`src/rtl/mem_arb_pkg.sv`:
```
// Shared types for the fetch/data memory arbiter.
package mem_arb_pkg;

    typedef enum logic [1:0] {
        IDLE,
        ISSUE,
        WAIT
    } state_t;

    typedef enum logic {
        PORT_IF,
        PORT_D
    } port_t;

    localparam logic [2:0] FUNCT3_WORD = 3'b010;

    // One memory access as captured from the winning port.
    typedef struct packed {
        logic        we;
        logic [2:0]  funct3;
        logic [31:0] addr;
        logic [31:0] wdata;
    } req_t;

endpackage

```
`src/rtl/mem_arbiter_if.sv`:
```
// Core-side request ports and memory-side control bundle of the arbiter.
interface mem_arbiter_if;
    logic        if_req;
    logic [31:0] if_addr;
    logic        if_gnt;
    logic        if_rvalid;
    logic [31:0] if_rdata;

    logic        d_req;
    logic        d_we;
    logic [31:0] d_addr;
    logic [31:0] d_wdata;
    logic [2:0]  d_funct3;
    logic        d_gnt;
    logic        d_rvalid;
    logic [31:0] d_rdata;

    logic        mem_write_enable;
    logic [2:0]  mem_funct3;
    logic [31:0] mem_write_address;
    logic [31:0] mem_write_data;
    logic [31:0] mem_read_address;
    logic [31:0] mem_read_data;

    modport slave (
        input  if_req, if_addr, d_req, d_we, d_addr, d_wdata, d_funct3, mem_read_data,
        output if_gnt, if_rvalid, if_rdata, d_gnt, d_rvalid, d_rdata,
               mem_write_enable, mem_funct3, mem_write_address, mem_write_data, mem_read_address
    );

    modport master (
        output if_req, if_addr, d_req, d_we, d_addr, d_wdata, d_funct3, mem_read_data,
        input  if_gnt, if_rvalid, if_rdata, d_gnt, d_rvalid, d_rdata,
               mem_write_enable, mem_funct3, mem_write_address, mem_write_data, mem_read_address
    );
endinterface

```
`src/rtl/mem_arb_pick.sv`:
```
// Winner selection: data priority, fetch forced after STARVE_LIMIT consecutive data wins.
// Latency: combinational winner; starvation count updates on the sampling edge.
// Backpressure: none of its own; only counts while the arbiter is sampling.
module mem_arb_pick
    import mem_arb_pkg::*;
#(
    parameter int STARVE_LIMIT = 4
) (
    input  logic  clk,
    input  logic  rst_n,
    input  logic  sample,
    input  logic  if_req,
    input  logic  d_req,
    output logic  any_req,
    output port_t winner
);

    logic [3:0] starve_cnt;
    logic       fetch_forced;

    assign fetch_forced = (starve_cnt == 4'(STARVE_LIMIT));

    always_comb begin
        any_req = if_req | d_req;
        winner  = PORT_IF;
        if (d_req && !(if_req && fetch_forced)) begin
            winner = PORT_D;
        end
    end

    // Counts only data wins that actually made a fetch wait.
    always_ff @(posedge clk or negedge rst_n) begin
        if (!rst_n) begin
            starve_cnt <= '0;
        end else if (sample) begin
            if (!if_req || winner == PORT_IF) begin
                starve_cnt <= '0;
            end else if (!fetch_forced) begin
                starve_cnt <= starve_cnt + 4'd1;
            end
        end
    end

endmodule

```
`src/rtl/mem_arbiter.sv`:
```
// Shares one memory between instruction fetch and load/store with per-port request/grant.
// Latency: gnt one cycle after sampling in IDLE; read rvalid MEM_LATENCY cycles after gnt.
// Backpressure: requests are held until gnt; no queueing, one access in flight at a time.
module mem_arbiter
    import mem_arb_pkg::*;
#(
    parameter int MEM_LATENCY  = 1,
    parameter int STARVE_LIMIT = 4
) (
    input  logic         clk,
    input  logic         rst_n,
    mem_arbiter_if.slave bus
);

    state_t      state, state_nxt;
    port_t       owner, winner;
    req_t        pick_req;
    logic        any_req;
    logic        accept;
    logic        store_q;
    logic        rsp_done;
    logic [15:0] wait_cnt;
    logic [31:0] raddr_q, waddr_q, wdata_q;
    logic [2:0]  funct3_q;

    mem_arb_pick #(.STARVE_LIMIT(STARVE_LIMIT)) u_pick (
        .clk     (clk),
        .rst_n   (rst_n),
        .sample  (state == IDLE),
        .if_req  (bus.if_req),
        .d_req   (bus.d_req),
        .any_req (any_req),
        .winner  (winner)
    );

    always_comb begin
        pick_req = '{we: 1'b0, funct3: FUNCT3_WORD, addr: bus.if_addr, wdata: 32'd0};
        if (winner == PORT_D) begin
            pick_req = '{we: bus.d_we, funct3: bus.d_funct3, addr: bus.d_addr, wdata: bus.d_wdata};
        end
    end

    assign accept   = (state == IDLE) && any_req;
    assign rsp_done = (state == WAIT) && (wait_cnt == 16'd1);

    always_comb begin
        state_nxt = state;
        case (state)
            IDLE:    if (any_req) state_nxt = ISSUE;
            ISSUE:   state_nxt = store_q ? IDLE : WAIT;
            // <= 1 so a stray zero count can never park the FSM in WAIT.
            WAIT:    if (wait_cnt <= 16'd1) state_nxt = IDLE;
            default: state_nxt = IDLE;
        endcase
    end

    // Memory-facing registers load on accept so they are already valid in ISSUE.
    always_ff @(posedge clk or negedge rst_n) begin
        if (!rst_n) begin
            state    <= IDLE;
            owner    <= PORT_IF;
            store_q  <= 1'b0;
            wait_cnt <= '0;
            raddr_q  <= '0;
            waddr_q  <= '0;
            wdata_q  <= '0;
            funct3_q <= FUNCT3_WORD;
        end else begin
            state <= state_nxt;
            if (accept) begin
                owner    <= winner;
                store_q  <= pick_req.we;
                funct3_q <= pick_req.funct3;
                if (pick_req.we) begin
                    waddr_q <= pick_req.addr;
                    wdata_q <= pick_req.wdata;
                end else begin
                    raddr_q <= pick_req.addr;
                end
            end
            if (state == ISSUE) begin
                wait_cnt <= 16'(MEM_LATENCY);
            end else if (state == WAIT && wait_cnt != 16'd0) begin
                wait_cnt <= wait_cnt - 16'd1;
            end
        end
    end

    assign bus.if_gnt            = (state == ISSUE) && (owner == PORT_IF);
    assign bus.d_gnt             = (state == ISSUE) && (owner == PORT_D);
    assign bus.if_rvalid         = rsp_done && (owner == PORT_IF);
    assign bus.d_rvalid          = rsp_done && (owner == PORT_D);
    assign bus.if_rdata          = (rsp_done && owner == PORT_IF) ? bus.mem_read_data : 32'd0;
    assign bus.d_rdata           = (rsp_done && owner == PORT_D)  ? bus.mem_read_data : 32'd0;
    assign bus.mem_write_enable  = (state == ISSUE) && store_q;
    assign bus.mem_funct3        = funct3_q;
    assign bus.mem_write_address = waddr_q;
    assign bus.mem_write_data    = wdata_q;
    assign bus.mem_read_address  = raddr_q;

endmodule

```
`src/flat_wrapper.sv`:
```
// flat-port wrapper written by rule: the top's interface ports become plain ports
module mem_arbiter_flat import mem_arb_pkg::*;
#(
    parameter int MEM_LATENCY  = 1,
    parameter int STARVE_LIMIT = 4
)
  (clk, rst_n, bus_if_req, bus_if_addr, bus_d_req, bus_d_we, bus_d_addr, bus_d_wdata, bus_d_funct3, bus_mem_read_data, bus_if_gnt, bus_if_rvalid, bus_if_rdata, bus_d_gnt, bus_d_rvalid, bus_d_rdata, bus_mem_write_enable, bus_mem_funct3, bus_mem_write_address, bus_mem_write_data, bus_mem_read_address);
  mem_arbiter_if bus_i ();
  input  logic clk;
  input  logic rst_n;
  input wire logic [$bits(bus_i.if_req)-1:0] bus_if_req;
  input wire logic [$bits(bus_i.if_addr)-1:0] bus_if_addr;
  input wire logic [$bits(bus_i.d_req)-1:0] bus_d_req;
  input wire logic [$bits(bus_i.d_we)-1:0] bus_d_we;
  input wire logic [$bits(bus_i.d_addr)-1:0] bus_d_addr;
  input wire logic [$bits(bus_i.d_wdata)-1:0] bus_d_wdata;
  input wire logic [$bits(bus_i.d_funct3)-1:0] bus_d_funct3;
  input wire logic [$bits(bus_i.mem_read_data)-1:0] bus_mem_read_data;
  output wire logic [$bits(bus_i.if_gnt)-1:0] bus_if_gnt;
  output wire logic [$bits(bus_i.if_rvalid)-1:0] bus_if_rvalid;
  output wire logic [$bits(bus_i.if_rdata)-1:0] bus_if_rdata;
  output wire logic [$bits(bus_i.d_gnt)-1:0] bus_d_gnt;
  output wire logic [$bits(bus_i.d_rvalid)-1:0] bus_d_rvalid;
  output wire logic [$bits(bus_i.d_rdata)-1:0] bus_d_rdata;
  output wire logic [$bits(bus_i.mem_write_enable)-1:0] bus_mem_write_enable;
  output wire logic [$bits(bus_i.mem_funct3)-1:0] bus_mem_funct3;
  output wire logic [$bits(bus_i.mem_write_address)-1:0] bus_mem_write_address;
  output wire logic [$bits(bus_i.mem_write_data)-1:0] bus_mem_write_data;
  output wire logic [$bits(bus_i.mem_read_address)-1:0] bus_mem_read_address;
  assign bus_i.if_req = bus_if_req;
  assign bus_i.if_addr = bus_if_addr;
  assign bus_i.d_req = bus_d_req;
  assign bus_i.d_we = bus_d_we;
  assign bus_i.d_addr = bus_d_addr;
  assign bus_i.d_wdata = bus_d_wdata;
  assign bus_i.d_funct3 = bus_d_funct3;
  assign bus_i.mem_read_data = bus_mem_read_data;
  assign bus_if_gnt = bus_i.if_gnt;
  assign bus_if_rvalid = bus_i.if_rvalid;
  assign bus_if_rdata = bus_i.if_rdata;
  assign bus_d_gnt = bus_i.d_gnt;
  assign bus_d_rvalid = bus_i.d_rvalid;
  assign bus_d_rdata = bus_i.d_rdata;
  assign bus_mem_write_enable = bus_i.mem_write_enable;
  assign bus_mem_funct3 = bus_i.mem_funct3;
  assign bus_mem_write_address = bus_i.mem_write_address;
  assign bus_mem_write_data = bus_i.mem_write_data;
  assign bus_mem_read_address = bus_i.mem_read_address;
  mem_arbiter #(.MEM_LATENCY(MEM_LATENCY), .STARVE_LIMIT(STARVE_LIMIT)) u_core (.clk(clk), .rst_n(rst_n), .bus(bus_i));
endmodule
```
`config.mk`:
```
export PLATFORM = sky130hd
export DESIGN_NAME = mem_arbiter_flat
export DESIGN_NICKNAME = d
export VERILOG_FILES = /design/src/rtl/mem_arb_pkg.sv /design/src/rtl/mem_arbiter_if.sv /design/src/rtl/mem_arb_pick.sv /design/src/rtl/mem_arbiter.sv /design/src/flat_wrapper.sv
export SDC_FILE = /design/constraint.sdc
export NUM_CORES = 1
export LEC_CHECK = 0
export CAP_MARGIN = 15
export CELL_PAD_IN_SITES_DETAIL_PLACEMENT = 0
export CELL_PAD_IN_SITES_GLOBAL_PLACEMENT = 2
export CORE_ASPECT_RATIO = 1.4
export CORE_MARGIN = 1
export CORE_UTILIZATION = 25
export DETAILED_ROUTE_END_ITERATION = 10
export PLACE_DENSITY_LB_ADDON = 0.1
export SYNTH_ARGS = -nofsm -noshare
export SYNTH_HDL_FRONTEND = slang
export SYNTH_SLANG_ARGS = --single-unit
```
`constraint.sdc`:
```
create_clock -name clk -period 3.5 [get_ports clk]
set_input_delay 0.525 -clock clk [delete_from_list [all_inputs] [get_ports clk]]
set_output_delay 0.525 -clock clk [all_outputs]
set_load 0.02 [all_outputs]
```
* Word level (Yosys, flattened, before mapping)
Cells that the tools add are included.
** Storage, ports and cells
- Register bits :: 123
- Input bits :: 136
- Word-level logic and storage cells :: 55
- Output and inout port bits :: 168
** Cells by class
- Equal/unequal tests :: 7
- Muxes and demuxes :: 12
- Bitwise operators :: 4
- Magnitude comparators :: 1
- Add/subtract/negate cells :: 2
- Reduce and logical (&&, ||, !) cells :: 20
** Operator list (count)
- $mux W68 :: 1
- $mux W32 :: 2
- $mux W16 :: 2
- $eq A16 B1 Y1 const B :: 1
- $le A16 B1 Y1 const B :: 1
- $reduce_bool A16 Y1 :: 1
- $sub A16 B1 Y16 const B :: 1
- $logic_and A1 B1 Y1 :: 10
- $mux W4 :: 2
- $reduce_and A2 Y1 :: 4
- $mux W2 :: 3
- $ne A2 B1 Y1 const B :: 3
- $pmux W2 S3 :: 1
- $add A4 B1 Y4 const B :: 1
- $eq A4 B3 Y1 const B :: 1
- $not A1 Y1 :: 3
- $eq A2 B1 Y1 const B :: 1
- $eq A2 B2 Y1 const B :: 1
- $logic_not A1 Y1 :: 2
- $logic_not A2 Y1 :: 1
- $reduce_bool A2 Y1 :: 1
- $logic_or A1 B1 Y1 :: 1
- $mux W1 :: 1
- $or A1 B1 Y1 :: 1

* Depth between registers and ports, before layout
- Depth after elaboration :: 9
- Depth in mapped cells :: 8
- Gate-level depth less buffers :: 6

* Cells and area by module
From an unflattened synthesis, not the netlist that was laid out.
** Second synthesis, totals
- Cells, all modules :: 498
- Area, all modules :: 5724.2 µm²
** By module, submodules not included
- mem_arbiter :: cells an instance 473, area each 5474.0 µm², times used 1, seq. area each 2979.1 µm²
- mem_arb_pick :: cells an instance 25, area each 250.2 µm², times used 1, seq. area each 100.1 µm²

* Worst setup path after synthesis
No wires, ideal clock.
- Kind :: flip-flop to output port
- Start :: reg u_core.wait_cnt[14]
- End :: out bus_if_rdata[22]
- Path buffers :: 2
- Setup slack :: 1.096 ns
- Stages on the path, launching flop included :: 7
- Arrival :: 1.879 ns
- Required time :: 2.975 ns
- Path through :: dfrtp_1 or4_4 buf_6 nor2_1 and4b_1 buf_2 and2_1
** On the way
- Longest elaborated chain between the ends :: 4
** Ends and longest elaborated chain
- start: declaration :: line mem_arbiter.sv:22 : logic [15:0] wait_cnt;
- start signal: assignment :: line mem_arbiter.sv:82 : wait_cnt <= 16'(MEM_LATENCY);
- start signal: assignment :: line mem_arbiter.sv:84 : wait_cnt <= wait_cnt - 16'd1;
- $eq A16 B1 Y1 :: line mem_arbiter.sv:44 : assign rsp_done = (state == WAIT) && (wait_cnt == 16'd1);
- $logic_and A1 B1 Y1 :: line mem_arbiter.sv:44
- $logic_and A1 B1 Y1
- net bus_if_rvalid :: line flat_wrapper.sv:20 : output wire logic [$bits(bus_i.if_rvalid)-1:0] bus_if_rvalid;
- $mux W32 :: line mem_arbiter.sv:93 : assign bus.if_rdata = (rsp_done && owner == PORT_IF) ? bus.mem_read_data : 32'd0;
- end: declaration :: line flat_wrapper.sv:21 : output wire logic [$bits(bus_i.if_rdata)-1:0] bus_if_rdata;
The timed path passes the listed nets, and every way through them passes these cells.

* Final worst setup path
- Start :: reg u_core.wait_cnt[12]
- End :: out bus_if_rdata[0]
** On the way
- Longest elaborated chain between the ends :: 4
** Ends and longest elaborated chain (line)
- $eq A16 B1 Y1 :: mem_arbiter.sv:44
- $logic_and A1 B1 Y1 :: mem_arbiter.sv:44
- $logic_and A1 B1 Y1 :: mem_arbiter.sv:93
- $mux W32 :: mem_arbiter.sv:93
No other way between the ends.

==> metrics.txt <==
Inserted Diodes=0; crit path from=u_core.wait_cnt[12]$_DFFE_PN0P_; Fin. Hold Viols=0; Reg2Reg Launch Point=u_core.u_pick.starve_cnt[0]$_DFFE_PN0P_; first-pass GRT wire length=27390 um; Post-CTS Setup Bufs=0; clock power share=21.2%; CTS tree=done; sequential power share=30.1%; Pwr per Cell Area=870.1 mW/mm2; overflow left after global routing=0; status=finished, final reports clean; clk_skew=5.840 ps; post-synthesis register bit count=123; placed cell area=0.009161 mm2; top-count cell post-synth=dfrtp_1; Nets=947; Core Area=0.02261 mm2; Clock transition at path regs=50 ps; Finished Layout Cells=1119; fillcell total=2172; Post-Place Cells=1088; syn nets=639; worst skew pair latency=420 ps; cts hold-fix bufs=0; Area Growth Syn to Fin=69.38%; port bufs=303; CTS Buf Count=17; grt met3 use=5.922%; Sw Ratio=37.45%; cell taking the most area after synthesis=dfrtp_1; crit path kind=reg2out; clock sink count=123; Worst Hold Class=in2async; gr busiest metal=met2; warnings from Yosys=0; CP cell instances=or4_4, nor2_1, and4b_1, buf_6, and2_1, clkdlybuf4s50_1; top cells by area, synth=dfrtp_1, mux2_2, and2_1; Die Height=181.9 um; Initial Util=25.56%; FMAX=298.5 MHz; routability cong.=0.7794; crit end category=primary output; critical path's slowest cell=clkdlybuf4s50_1; top_reg_cell synth=dfrtp_1; top cell type's share of synthesized area=52.84%; Routed Antenna Nets=0; MaxCap Viol Count=0; Syn Inst Count=498; Sw Pwr=3.189 mW; detailed placement HPWL=13810 um; post-cts resize count=0; Fin Setup TNS=0 ps; Post-synth EDFFs=0; die footprint=0.02373 mm2; # DRC=0; worst hold margin=192.8 ps; synth cell count leaders=dfrtp_1, and2_1, mux2_2, nor2_1, mux2i_1; max-slew violation count=0; layout cells sized above 1=14.55%; Worst VDD drop=595.3 uV; vias post-DR=4970; Async S/R FF share, synth=100.0%; Routed wire per std cell=16.10 um; Initial DRC Count=126; Seq/Total Area, Yosys=53.29%; Power Internal=5.326 mW; drt pass-1 iters=4; final cycle utilization of the critical path=95.73%; H-tree depth=4; syn avg cell area=11.60 um2; Slew HR=44.45%; critical path arrival=2830 ps; root buf cell=clkbuf_16; Req. time, crit path=2970 ps; unrepaired setup endpoints after global routing=no; synthesized cell area=0.005778 mm2; met1 global-route usage=14.79%; Min Clock Period, post-route=3350 ps; drt total wl=18020 um; largest net degree at the start of global routing=65; Tot GR Track Use=15.31%; clock buffer depth=2; vias per std cell=4.441; met2 usage=28.83%; Synth cell types=48; combinational share of power=48.8%; Final Cell Area=0.009787 mm2; CP peak stage delay=620 ps; final setup fails=0; P_leak=4.091 nW; Worst Path Max Fanout=33; die width=130.5 um; worst slew pin tran=833.3 ps; crit path launch type=flip-flop; row cnt=65; io pins=304; vias in the first global route=5188; initial antenna violation count=0
## registers in the layout, indices dropped and copies added (netlist names)
register,cells
u_core.bus.mem_write_address,32
u_core.owner,1
u_core.store_q,1
u_core.wait_cnt,16
u_core.bus.mem_funct3,3
u_core.bus.mem_write_data,32
u_core.u_pick.starve_cnt,4
u_core.bus.mem_read_address,32
u_core.state,2
## per-layer routing
metal | share of wire, % | wire length [um] | vias up
li1 | - | - | 2375
met1 | 35 | 6348 | 2356
met2 | 54 | 9682 | 224
met3 | 9.6 | 1736 | 15
met4 | 1.4 | 250 | 0
met5 | 0 | 0 | -
## critical path, delay by kind of cell (launching register included)
family                 cells  cell delay (ps)
buffers and inverters      2              820
and+or+nand+nor            4             1160
DFF                        1              420
## through the flow
stage | setup WS, ps | power, mW | util, %
global placement | 505.0 | 6.713 | 40.52
detailed placement | 497.3 | 6.768 | 40.52
CTS | 37.83 | 8.634 | 43.19
floorplan | 1096 | 4.786 | -
finish | 149.6 | 8.515 | 43.29
global route | 12.09 | 9.041 | 43.29
## area by class of cell
| type | count | area, um2 | area share [%] |
|---|---|---|---|
| Inverter | 6 | 22.52 | 0.2301 |
| Clock inverter | 7 | 112.6 | 1.151 |
| Clock buffer | 24 | 491.7 | 5.024 |
| Sequential cell | 123 | 3079 | 31.46 |
| Tap cell | 301 | 376.6 | 3.848 |
| Multi-Input combinational cell | 344 | 2585 | 26.41 |
| Timing Repair Buffer | 314 | 3119 | 31.87 |
## logic make-up after synthesis
group                      share of synthesized area [%]
and+or+nand+nor                                    16.91
DFF                                                53.29
adders and majority gates                          1.083
buffers and inverters                              2.577
AOI/OAI and AO/OA                                  7.081
muxes                                              19.06
## cells in the final DEF, fill, tap and decap left out, types with 4 or more instances in the layout
cell	n
a21o_1	4
and2_1	66
buf_4	11
ha_1	5
mux2_2	64
nand3_1	6
dfrtp_1	122
nor4_1	6
clkdlybuf4s50_1	301
a21oi_1	37
inv_1	6
nor2_1	46
nand2_1	12
clkbuf_16	17
clkbuf_8	4
o31ai_1	4
or3_1	4
o21ai_0	4
mux2i_1	38
## power by group through the flow
stage                     clock network [mW]  registers (mW)  logic [mW]
after CTS                               1.86            2.56        4.22
after detailed placement                   0            2.57        4.20
after global placement                     0            2.53        4.18
after floorplan                            0            3.22        1.57
after global routing                    1.91            2.67        4.46
final                                   1.80            2.56        4.15
## path summary, 6_finish.rpt
| path | end | slack [ps] | depth (start not counted) |
|---|---|---|---|
| max reg2reg | u_core.bus.mem_write_address[30]$_DFFE_PN0P_ | 1350 | 6 |
| min in group clk | u_core.bus.mem_write_data[1]$_DFFE_PN0P_ | 500 | 1 |
| min | u_core.bus.mem_write_data[19]$_DFFE_PN0P_ | 190 | 1 |
| max | bus_if_rdata[0] | 150 | 6 |
| min reg2reg | u_core.bus.mem_write_data[1]$_DFFE_PN0P_ | 500 | 1 |
| max in group asynchronous | u_core.wait_cnt[1]$_DFFE_PN0P_ | 2430 | 2 |
Power figures use the tool's default switching activity.
